`src/rtl/hdmi_cfg_seq_pkg.sv`:
```
// Shared types and the power-up register table for the HDMI transmitter
// configuration sequencer.
package hdmi_cfg_seq_pkg;

    typedef enum logic [2:0] {
        ST_WAIT,
        ST_REQ,
        ST_GAP,
        ST_DONE,
        ST_ERR
    } state_e;

    typedef struct packed {
        logic [7:0] reg_addr;
        logic [7:0] data;
    } cfg_entry_t;

    localparam int TABLE_LEN = 10;

    localparam cfg_entry_t INIT_TABLE [TABLE_LEN] = '{
        '{reg_addr: 8'h41, data: 8'h10},
        '{reg_addr: 8'h98, data: 8'h03},
        '{reg_addr: 8'h9A, data: 8'hE0},
        '{reg_addr: 8'h9C, data: 8'h30},
        '{reg_addr: 8'h9D, data: 8'h61},
        '{reg_addr: 8'hA2, data: 8'hA4},
        '{reg_addr: 8'hA3, data: 8'hA4},
        '{reg_addr: 8'hE0, data: 8'hD0},
        '{reg_addr: 8'hF9, data: 8'h00},
        '{reg_addr: 8'h15, data: 8'h00}
    };

    // Entries beyond the table read as zero so an oversized NUM_REGS stays benign.
    function automatic cfg_entry_t table_entry(input logic [3:0] i);
        cfg_entry_t e;
        e = '0;
        if (int'(i) < TABLE_LEN) begin
            e = INIT_TABLE[i];
        end
        return e;
    endfunction

endpackage

```
`src/rtl/hdmi_cfg_seq.sv`:
```
// Walks the init table after a power-up delay, issuing one I2C write per entry
// with bounded NACK retries, and reports completion or failure.
module hdmi_cfg_seq
    import hdmi_cfg_seq_pkg::*;
#(
    parameter int          NUM_REGS    = 10,
    parameter logic [7:0]  DEV_ADDR    = 8'h72,
    parameter logic [15:0] WAIT_CYCLES = 16'd4096,
    parameter int          MAX_RETRY   = 3
) (
    input  logic       clk,
    input  logic       rst,
    input  logic       start,
    input  logic       wr_done,
    input  logic       wr_nack,
    output logic       wr_req,
    output logic [7:0] wr_dev,
    output logic [7:0] wr_reg,
    output logic [7:0] wr_data,
    output logic       busy,
    output logic       cfg_done,
    output logic       cfg_err,
    output logic [3:0] idx
);

    localparam int RW = $clog2(MAX_RETRY + 1);
    localparam logic [3:0]    LAST_IDX   = 4'(NUM_REGS - 1);
    localparam logic [15:0]   WAIT_LAST  = 16'(WAIT_CYCLES - 16'd1);
    localparam logic [RW-1:0] RETRY_LAST = RW'(MAX_RETRY - 1);

    state_e        state_q, state_d;
    logic [15:0]   cnt_q, cnt_d;
    logic [3:0]    idx_q, idx_d;
    logic [RW-1:0] retry_q, retry_d;
    logic          wr_req_q, wr_req_d;
    logic [7:0]    wr_dev_q, wr_dev_d;
    logic [7:0]    wr_reg_q, wr_reg_d;
    logic [7:0]    wr_data_q, wr_data_d;
    logic          busy_q, busy_d;
    logic          done_q, done_d;
    logic          err_q, err_d;
    cfg_entry_t    entry_d;

    always_ff @(posedge clk or negedge rst) begin
        if (!rst) begin
            state_q   <= ST_WAIT;
            cnt_q     <= '0;
            idx_q     <= '0;
            retry_q   <= '0;
            wr_req_q  <= 1'b0;
            wr_dev_q  <= 8'h00;
            wr_reg_q  <= 8'h00;
            wr_data_q <= 8'h00;
            busy_q    <= 1'b1;
            done_q    <= 1'b0;
            err_q     <= 1'b0;
        end else begin
            state_q   <= state_d;
            cnt_q     <= cnt_d;
            idx_q     <= idx_d;
            retry_q   <= retry_d;
            wr_req_q  <= wr_req_d;
            wr_dev_q  <= wr_dev_d;
            wr_reg_q  <= wr_reg_d;
            wr_data_q <= wr_data_d;
            busy_q    <= busy_d;
            done_q    <= done_d;
            err_q     <= err_d;
        end
    end

    always_comb begin
        state_d = state_q;
        cnt_d   = cnt_q;
        idx_d   = idx_q;
        retry_d = retry_q;

        unique case (state_q)
            ST_WAIT: begin
                if (cnt_q == WAIT_LAST) begin
                    state_d = ST_REQ;
                end else begin
                    cnt_d = cnt_q + 16'd1;
                end
            end
            ST_REQ: begin
                if (wr_done) begin
                    if (!wr_nack) begin
                        retry_d = '0;
                        if (idx_q == LAST_IDX) begin
                            state_d = ST_DONE;
                        end else begin
                            idx_d   = idx_q + 4'd1;
                            state_d = ST_GAP;
                        end
                    end else begin
                        retry_d = retry_q + 1'b1;
                        state_d = (retry_q == RETRY_LAST) ? ST_ERR : ST_GAP;
                    end
                end
            end
            ST_GAP: begin
                state_d = ST_REQ;
            end
            ST_DONE, ST_ERR: begin
                if (start) begin
                    state_d = ST_WAIT;
                    cnt_d   = '0;
                    idx_d   = '0;
                    retry_d = '0;
                end
            end
            default: begin
                state_d = ST_WAIT;
            end
        endcase
    end

    // Outputs are decoded from the next state so they register in step with it.
    always_comb begin
        entry_d   = table_entry(idx_d);
        wr_req_d  = (state_d == ST_REQ);
        wr_dev_d  = wr_dev_q;
        wr_reg_d  = wr_reg_q;
        wr_data_d = wr_data_q;
        if (state_d == ST_REQ) begin
            wr_dev_d  = DEV_ADDR;
            wr_reg_d  = entry_d.reg_addr;
            wr_data_d = entry_d.data;
        end
        busy_d = (state_d == ST_WAIT) || (state_d == ST_REQ) || (state_d == ST_GAP);
        done_d = (state_d == ST_DONE);
        err_d  = (state_d == ST_ERR);
    end

    assign wr_req   = wr_req_q;
    assign wr_dev   = wr_dev_q;
    assign wr_reg   = wr_reg_q;
    assign wr_data  = wr_data_q;
    assign busy     = busy_q;
    assign cfg_done = done_q;
    assign cfg_err  = err_q;
    assign idx      = idx_q;

endmodule

```
`config.mk`:
```
export PLATFORM = sky130hd
export DESIGN_NAME = hdmi_cfg_seq
export DESIGN_NICKNAME = d
export VERILOG_FILES = /design/src/rtl/hdmi_cfg_seq_pkg.sv /design/src/rtl/hdmi_cfg_seq.sv
export SDC_FILE = /design/constraint.sdc
export NUM_CORES = 1
export LEC_CHECK = 0
export ABC_AREA = 1
export CORE_ASPECT_RATIO = 0.9
export CORE_MARGIN = 8
export CORE_UTILIZATION = 45
export CTS_CLUSTER_DIAMETER = 200
export DETAILED_ROUTE_END_ITERATION = 6
export PLACE_DENSITY = 0.78
export SYNTH_ARGS = -nofsm -noshare
export SYNTH_HDL_FRONTEND = slang
export SYNTH_SLANG_ARGS = --single-unit
```
`constraint.sdc`:
```
create_clock -name clk -period 2.9 [get_ports clk]
set_input_delay 0.29 -clock clk [delete_from_list [all_inputs] [get_ports clk]]
set_output_delay 0.29 -clock clk [all_outputs]
set_load 0.005 [all_outputs]
```
==> metrics.txt, run 1 <==
clock skew 0.00668 ns; Via density 5.10; Top Ports 37; Yosys Warn Count 0; Synth cell types 38; CP peak stage delay 0.41 ns; crit end category flop; Slew HR 0.351; num rows 26; HP Class input port to async pin; placed insts 422; most used cell, CP nand2_1; Final Core Density 0.540; core area 5760 um^2; Max VDD drop 0.198 mV; post-CTS setup buffer count 0; fin nets 374; Setup violations, final 0; starting density of the core 0.470; layout cell share with drive strength beyond 1 0.139; period utilization 0.779; # DRC 0; post-synthesis cell area 2710 um^2; final WL 5.67 mm; # clock sinks 45; Fin Setup TNS 0 ns; Slowest cell on crit path dfrtp_1; Pwr Density 378 nW/um^2; WP data arrival 2.47 ns; met3 wire len 254 um; Chip Width 97.7 um; largest net degree at the start of global routing 46; status completed; H-tree depth 2; fillers 528; Largest register FFs 16; initial antenna violation count 0; Die Y 89.6 um; Critical Path Source Type flop; Crit path max-delay family simple AND/OR/NAND/NOR gates; First-pass DRT Iterations 4; Post-synth EDFFs 0; metal2 WL 2.71 mm; first-pass GRT wire length 9.61 mm; CP Launch Point state_q[2]; kind of critical path flop to flop; clock period minus worst slack 2.26 ns; CP required 3.11 ns; ys async rst share 1.00; Num CTS Buffers 5; clk slew on worst S/H paths 0.09 ns; dominant synthesized flop cell dfrtp_1; synthesized area per cell 8.20 um^2; vias in the first global route 2136; Final ANT Viol Nets 0; RR Startpoint state_q[2]; Place WS 0.583 ns; register area share after synthesis 0.417; max cap viols 0; Area Growth Syn to Fin 14.8%; DR WL/cell 13.2 um; CTS tree done; fmax 443 MHz; static leakage 1.47 nW; GP Congestion 0.860; grt total ovfl 0; dpl hpwl 4.18 mm; worst setup margin 0.640 ns; Hold Buf Count CTS 0; post-route design area 3110 um^2; IO Port Bufs 31; Final Hold Viols 0; #FFs+latches synth 45; CP cell instances inv_2 > nand2_2 > nand2_4 > nand2_2 > nand2_2 > inv_2 > o21ai_2 > inv_1 > ha_1 > inv_1 > nand2_1 > nand2_1 > o21ai_1 > nand2_1 > nand2_1; Post-Syn Instances 330; Vias 2195; Tightest Pin Transition 0.974 ns; initial drt markers 92; insertion delay to the later sink of the worst-skew pair 0.30 ns; All-Layer GR Usage 0.134; Post-DP Area 3020 um^2; Top Layer Used met4; fin cells 430; wire length on met1 2.64 mm; die area 8750 um^2; RSZ-0062 raised after global routing false; n_diodes 0; CTS resizes 0; Critical path buffers and inverters 4; Max clock buf depth 2; Max Slew Vio Count 0; CP max FO 19; root buffer cell clkbuf_8
## cells in the mapped netlist, types with 2 or more instances
library cell | instances | area share
a21oi_1 | 2 | 0.0037
buf_2 | 2 | 0.0037
buf_4 | 8 | 0.022
buf_6 | 2 | 0.0083
dfrtp_1 | 44 | 0.41
ha_1 | 10 | 0.046
inv_1 | 33 | 0.046
inv_2 | 10 | 0.014
nand2_1 | 77 | 0.11
nand2_2 | 6 | 0.014
nand2_4 | 4 | 0.017
nand3_1 | 29 | 0.054
nand3_2 | 4 | 0.015
nand4_1 | 14 | 0.032
nor2_1 | 13 | 0.018
nor2_2 | 2 | 0.0046
nor2_4 | 3 | 0.012
nor3_1 | 6 | 0.011
nor3_2 | 4 | 0.015
o21ai_0 | 22 | 0.041
o21ai_1 | 8 | 0.015
o21ai_2 | 2 | 0.0065
o21ai_4 | 2 | 0.012
o21bai_1 | 2 | 0.0055
o22ai_1 | 2 | 0.0046
or2_1 | 2 | 0.0046
xor2_1 | 6 | 0.019
## layout make-up
class / count / area [um^2] / share of cell area
clock buffer: 5 / 68.8 / 0.0222
clock inverter: 3 / 21.3 / 0.00685
inverter: 43 / 161 / 0.0520
multi-input combinational: 233 / 1340 / 0.430
sequential: 45 / 1130 / 0.363
tap: 70 / 87.6 / 0.0282
timing repair buffer: 31 / 305 / 0.0983
## final timing paths
path | endpoint | slack [ns] | cells past startpoint
worst max-delay path | wr_reg[2] | 0.64 | 15
worst min-delay path | cnt_q[2] | 0.14 | 1
worst max register to register | wr_reg[2] | 0.64 | 15
worst min register to register | wr_data[1] | 0.48 | 2
max in group asynchronous | cnt_q[15] | 2.16 | 1
min in group clk | wr_data[1] | 0.48 | 2
## metrics by stage
step                hold WS, ns  total power [mW]
detailed placement        0.466             0.784
floorplan              -0.00559             0.752
global route              0.241              1.23
CTS                       0.177              1.19
finish                    0.135              1.17
global placement          0.466             0.780
## where the power goes
part           switching (mW)  internal, mW
Sequential             0.0232         0.649
Clock                   0.232         0.171
Combinational          0.0669        0.0329
Total                   0.322         0.853
## metal layers
metal	vias up	global-route usage
met2	42	0.234
li1	1124	-
met4	0	0.0381
met3	12	0.0397
met1	1017	0.157
met5	-	0
## kinds of logic (layout without fill, tap and decap cells)
group	after synthesis	count (layout)	share of synthesized area
buffers and inverters	56	82	0.0953
other	1	5	0.00139
DFF	45	45	0.417
AOI/OAI and AO/OA	42	42	0.0934
xor gates and xnor gates	6	6	0.0194
and+or+nand+nor	170	170	0.327
adders and majority gates	10	10	0.0463
## layout by cell type (no fill, tap or decap), types with 2 or more instances in the layout
cell type        synthesis  final
a21oi_1                  2      2
clkbuf_8                 0      5
clkdlybuf4s50_1          0     30
conb_1                   1      5
dfrtp_1                 44     44
ha_1                    10     10
inv_1                   33     33
inv_2                   10     10
nand2_1                 77     77
nand2_2                  6      6
nand2_4                  4      4
nand3_1                 29     29
nand3_2                  4      4
nand4_1                 14     14
nor2_1                  13     13
nor2_2                   2      2
nor2_4                   3      3
nor3_1                   6      6
nor3_2                   4      4
o21ai_0                 22     22
o21ai_1                  8      8
o21ai_2                  2      2
o21ai_4                  2      2
o21bai_1                 2      2
o22ai_1                  2      2
or2_1                    2      2
xor2_1                   6      6
(Power assumes the default switching activity.)
==> run 2, diff against run 1 <==
Settings changed: PLACE_DENSITY 0.78 to 0.8.
Clock period 2.9 ns to 2 ns, I/O delays scaled along.
==> run 2 against run 1 <==
Register-to-register slack got worse by 0.61 ns. Non-clock buffer count increased by 26. Sequential power increased by 46%. Highest routed layer unchanged. Hold slack improved by 0.27 ns. Worst setup slack got worse by 0.61 ns. Critical path type unchanged. Combinational power increased by 62%. Core utilization increased by 5.6 points.
==> metrics.txt, run 2 (synthesis results as in run 1) <==
# DRC 0 (unchanged); most common cell after layout, fill and taps aside nand2_1; most frequent cells in the layout nand2_1 (76), dfrtp_1 (42), inv_1 (31), clkdlybuf4s50_1 (30), nand3_1 (24); CTS tree done; clock period minus worst slack 1.97 ns (-0.290 ns); fmax 508 MHz (+15%); Sw Share 0.260 (-0.0143); final WL 6.52 mm (+15%); first-pass GRT wire length 10.3 mm (+7.0%); Post-DP Area 3120 um^2 (+3.4%); Seq pwr share 0.528 (-0.044); die area 8750 um^2 (unchanged); initial drt markers 120 (+30%); Total Power 1.85 mW (+58%); kind of critical path flop to flop; CP cell instances o21ai_4 > nand2_4 > nand2_2 > nand2_2 > nand2_1 > nand2_2 > inv_2 > ha_2 > inv_1 > nand2_1 > nand2_2 > o21ai_1 > nand2_1 > nand2_1; Clock Power Share 0.385 (+0.042); Vias 2402 (+9.4%); grt total ovfl 0 (unchanged); Final ANT Viol Nets 0 (unchanged); Max VDD drop 0.364 mV (+84%); CP peak stage delay 0.45 ns (+0.04 ns); crit path to wr_reg[2]; combinational power share 0.088 (+0.003); Final Hold Viols 0 (unchanged); Critical path buffers and inverters 2 (-2); period utilization 0.985 (+0.206); initial antenna violation count 0 (unchanged); Chip Width 97.7 um (unchanged); R2R setup slack 0.03 ns (-0.61 ns); Num CTS Buffers 5 (unchanged); post-route design area 3430 um^2 (+10%); clock skew 0.00711 ns (+0.000432 ns); # clock sinks 45 (unchanged); RR Startpoint state_q[1]; Setup violations, final 0 (unchanged); All-Layer GR Usage 0.144 (+0.00965); Pwr Density 541 nW/um^2 (+43%); First-pass DRT Iterations 4 (unchanged); largest net degree at the start of global routing 26 (-43%); starting density of the core 0.470 (unchanged); crit end category flop; Sw Pwr 482 uW (+50%); Max clock buf depth 2 (unchanged); Crit Reg-Reg Endpoint wr_reg[2]; Largest register FFs 16 (unchanged); CP required 2.25 ns (-0.86 ns); Die Y 89.6 um (unchanged); Place WS -0.00892 ns (-0.592 ns); DR WL/cell 14.3 um (+8.4%); clk slew on worst S/H paths 0.09 ns (about the same); Critical Path Source Type flop; Max Slew Vio Count 0 (unchanged); Area Growth Syn to Fin 26.7%; CP Launch Point state_q[1]; Final Core Density 0.595 (+0.0556); CP max FO 5 (-14); status completed; core area 5760 um^2 (unchanged); static leakage 1.62 nW (+10%); num rows 26 (unchanged); dpl hpwl 4.45 mm (+6.5%); insertion delay to the later sink of the worst-skew pair 0.30 ns (about the same); GP Congestion 0.885 (+3.0%); WP depth 14 (-1); HP Class input port to async pin; Slew HR 0.650 (+0.299); Reg2Reg Depth 14 (-1); WP data arrival 2.22 ns (-0.25 ns); n_diodes 0 (unchanged); P_int 1.37 mW (+61%); Slowest cell on crit path dfrtp_2; Crit path max-delay family simple AND/OR/NAND/NOR gates; Via density 5.27 (+3.2%); H-tree depth 2 (unchanged); layout cell share with drive strength beyond 1 0.233 (+0.0943); max cap viols 0 (unchanged); fin nets 400 (+7.0%); root buffer cell clkbuf_8; worst setup margin 0.0300 ns (-0.610 ns); IO Port Bufs 31 (unchanged); vias in the first global route 2305 (+7.9%); Top Ports 37 (unchanged); Tightest Pin Transition 0.525 ns (-0.449 ns); Fin Setup TNS 0 ns (unchanged)
## run 2: changes by cell type in the layout (fill, tap and decap cells not counted), moves of 3 or more
cell,previous run,this run
buf_4,0,23
ha_2,0,4
nand3_2,4,7
ha_1,10,6
nand3_1,29,24
## run 2: how the worst min path moves through the flow
stage	end	slack [ns]	depth (start not counted)
2_1_floorplan	cfg_done	-0.1	0
3_3_place_gp	cnt_q[2]	0.19	1
3_5_place_dp	cnt_q[2]	0.21	1
4_1_cts	cfg_err	0.43	2
5_1_grt	cfg_err	0.46	2
6_report	cfg_err	0.40	2
## run 2: final cells by class
class                   instances  area (um^2)
clock buffers                   5         68.8
fillers                       502         2330
clock inverters                 3         46.3
well taps                      70         87.6
inverters                      43          161
repair buffers                 57          528
multi-input cells             233         1410
flip-flops and latches         45         1130
## run 2: what timing repair did
item | in CTS | in global routing
pin swaps | 0 | 6
endpoints found under the setup margin | 3 | 12
resized for setup | 4 | 15
setup buffers | 0 | 13
hold endpoints to repair | 20 | 0
hold buffers | 1 | 0
cloned | 0 | 0
## run 2: per-layer routing
metal  up-vias  wire length (um)  global-route usage
li1       1178                 -                   -
met1      1153              2780               0.161
met2        61              3270               0.262
met3        10               365              0.0420
met4         0               103              0.0395
met5         -                 0                   0
## run 2: power groups by stage
stage               registers (mW)  clock network (mW)  logic, mW
finish                       0.978               0.713      0.162
global route                 0.982               0.756      0.190
CTS                          0.976               0.728      0.159
detailed placement           0.994                   0      0.156
global placement             0.990                   0      0.150
floorplan                    0.984                   0      0.106
## run 2: through the flow
stage	instances	hold slack, ns
after floorplan	334	-0.0956
after global placement	434	0.192
after detailed placement	434	0.206
after CTS	443	0.429
after global routing	456	0.461
final	456	0.404
==> run 3, diff against run 2 <==
Settings changed: CTS_BUF_LIST from default to sky130_fd_sc_hd__clkbuf_16, TNS_END_PERCENT from default to 1.
==> run 3 against run 2 <==
Non-clock buffer count down 8. Wire length down 2.2%. Critical path depth unchanged. Sequential power about the same. Global-route usage up 0.54 points. First-iteration DRC count down 4.2%. Critical path type unchanged. Critical endpoint is now wr_reg[3]. Highest routed layer unchanged.
==> metrics.txt, run 3 (synthesis results as in run 1) <==
crit end category flop; grt total ovfl 0 (unchanged); First-pass DRT Iterations 4 (unchanged); GP Congestion 0.885 (unchanged); P_int 1.59 mW (+16%); insertion delay to the later sink of the worst-skew pair 0.28 ns (-0.02 ns); Num CTS Buffers 5 (unchanged); DR WL/cell 14.2 um (-0.46%); Seq pwr share 0.467 (-0.061); Pwr Density 615 nW/um^2 (+14%); Largest register FFs 16 (unchanged); largest net degree at the start of global routing 26 (unchanged); Place WS -0.00892 ns (unchanged); initial drt markers 115 (-4.2%); dpl hpwl 4.45 mm (unchanged); H-tree depth 2 (unchanged); fmax 514 MHz (+1.3%); num rows 26 (unchanged); fin nets 392 (-2.0%); CTS tree done; kind of critical path flop to flop; metal2 WL 3.14 mm (-3.8%); status completed; met3 wire len 343 um (-6.0%); fillers 499 (-0.60%); IO Port Bufs 31 (unchanged); HP Class input port to async pin; clock skew 0.00408 ns (-0.00303 ns); first-pass GRT wire length 10.6 mm (+3.0%); Final ANT Viol Nets 0 (unchanged); initial antenna violation count 0 (unchanged); max cap viols 0 (unchanged); Vias 2339 (-2.6%); static leakage 1.60 nW (-0.87%); Via density 5.22 (-0.88%); # clock sinks 45 (unchanged); worst setup margin 0.0548 ns (+0.0248 ns); period utilization 0.973 (-0.0124); Area Growth Syn to Fin 25.9%; Fin Setup TNS 0 ns (unchanged); Clock Power Share 0.455 (+0.070); Die Y 89.6 um (unchanged); starting density of the core 0.470 (unchanged); most common cell after layout, fill and taps aside nand2_1; die area 8750 um^2 (unchanged); vias in the first global route 2285 (-0.87%); Setup violations, final 0 (unchanged); Max Slew Vio Count 0 (unchanged); CP max FO 4 (-1); Critical Path Source Type flop; clock period minus worst slack 1.95 ns (-0.0248 ns); Max clock buf depth 2 (unchanged); Top Layer Used met4; All-Layer GR Usage 0.149 (+0.00541); n_diodes 0 (unchanged); layout cell share with drive strength beyond 1 0.212 (-0.0215); Slew HR 0.653 (+0.00266); wire length on met1 2.73 mm (-1.7%); final hold slack 0.426 ns (+0.0220 ns); Sw Pwr 504 uW (+4.5%); post-route design area 3410 um^2 (-0.62%); Final Hold Viols 0 (unchanged); CP required 2.18 ns (-0.07 ns); WP data arrival 2.12 ns (-0.10 ns); RSZ-0062 raised after global routing true; core area 5760 um^2 (unchanged); Post-DP Area 3120 um^2 (unchanged); Max VDD drop 0.486 mV (+34%); Tightest Pin Transition 0.521 ns (-0.00398 ns); combinational power share 0.077 (-0.011); # DRC 0 (unchanged); root buffer cell clkbuf_16; Sw Share 0.241 (-0.0193); final WL 6.37 mm (-2.2%); clk slew on worst S/H paths 0.07 ns (-0.02 ns); most frequent cells in the layout nand2_1 (76), dfrtp_1 (42), inv_1 (31), clkdlybuf4s50_1 (30), nand3_1 (25); Chip Width 97.7 um (unchanged); Top Ports 37 (unchanged)
## run 3: cell count changes in the layout (fill, tap and decap cells not counted)
cell / previous run / this run
buf_12: 2 / 1
o21ai_4: 3 / 4
inv_4: 0 / 1
inv_2: 12 / 11
nand3_1: 24 / 25
nand3_4: 3 / 2
clkbuf_16: 0 / 5
buf_4: 23 / 16
o21ai_2: 1 / 0
clkbuf_8: 5 / 0
ha_2: 4 / 3
ha_1: 6 / 7
## run 3: what timing repair did
action | CTS | global route
pin swaps | 0 | 3
gates resized for setup | 5 | 14
setup buffers | 0 | 5
hold buffers | 1 | 0
hold endpoints to repair | 20 | 0
endpoints found under the setup margin | 3 | 12
## run 3: per-layer routing
metal / track usage / vias to the layer above
li1: - / 1161
met5: 0 / -
met2: 0.270 / 59
met1: 0.169 / 1107
met4: 0.0410 / 0
met3: 0.0420 / 12
## run 3: power groups by stage
stage / sequential (mW) / combinational, mW / clock, mW
2_1_floorplan: 0.984 / 0.106 / 0
3_5_place_dp: 0.994 / 0.156 / 0
5_1_grt: 0.982 / 0.191 / 1.00
3_3_place_gp: 0.990 / 0.150 / 0
6_report: 0.978 / 0.162 / 0.953
4_1_cts: 0.977 / 0.160 / 0.971
## run 3: final cells by class
class                           count  area (um^2)  share of cell area
Sequential cell                    45         1130               0.332
Inverter                           43          164              0.0481
Clock buffer                        5          125              0.0367
Tap cell                           70         87.6              0.0257
Timing Repair Buffer               49          455               0.134
Clock inverter                      3         46.3              0.0136
Multi-Input combinational cell    233         1400               0.410
## run 3: critical path, cell delays in order, from the launching register on
cell	delay (ns)
dfrtp_1	0.38
inv_1	0.08
ha_2	0.19
nand3_4	0.09
nand3_2	0.09
nand2_1	0.06
nand3_1	0.12
o21ai_4	0.08
inv_2	0.08
ha_2	0.20
inv_1	0.08
nand3_2	0.11
nand3_2	0.13
nand4_1	0.10
nand2_1	0.05
## run 3: final timing paths
kind / slack [ns] / depth (start not counted) / startpoint / to
worst max-delay path: 0.05 / 14 / idx[1] / wr_reg[3]
worst min-delay path: 0.43 / 2 / rst / cnt_q[2]
worst max register to register: 0.05 / 14 / idx[1] / wr_reg[3]
worst min register to register: 0.48 / 2 / wr_reg[4] / wr_reg[4]
max in group asynchronous: 0.99 / 3 / rst / busy
min in group clk: 0.48 / 2 / wr_reg[4] / wr_reg[4]
## run 3: stage by stage
step                       util  std cells  power [mW]
after detailed placement  0.542        434        1.15
final                     0.591        448        2.09
after global placement    0.542        434        1.14
after floorplan               -        334        1.09
after CTS                 0.577        443        2.11
after global routing      0.591        448        2.17
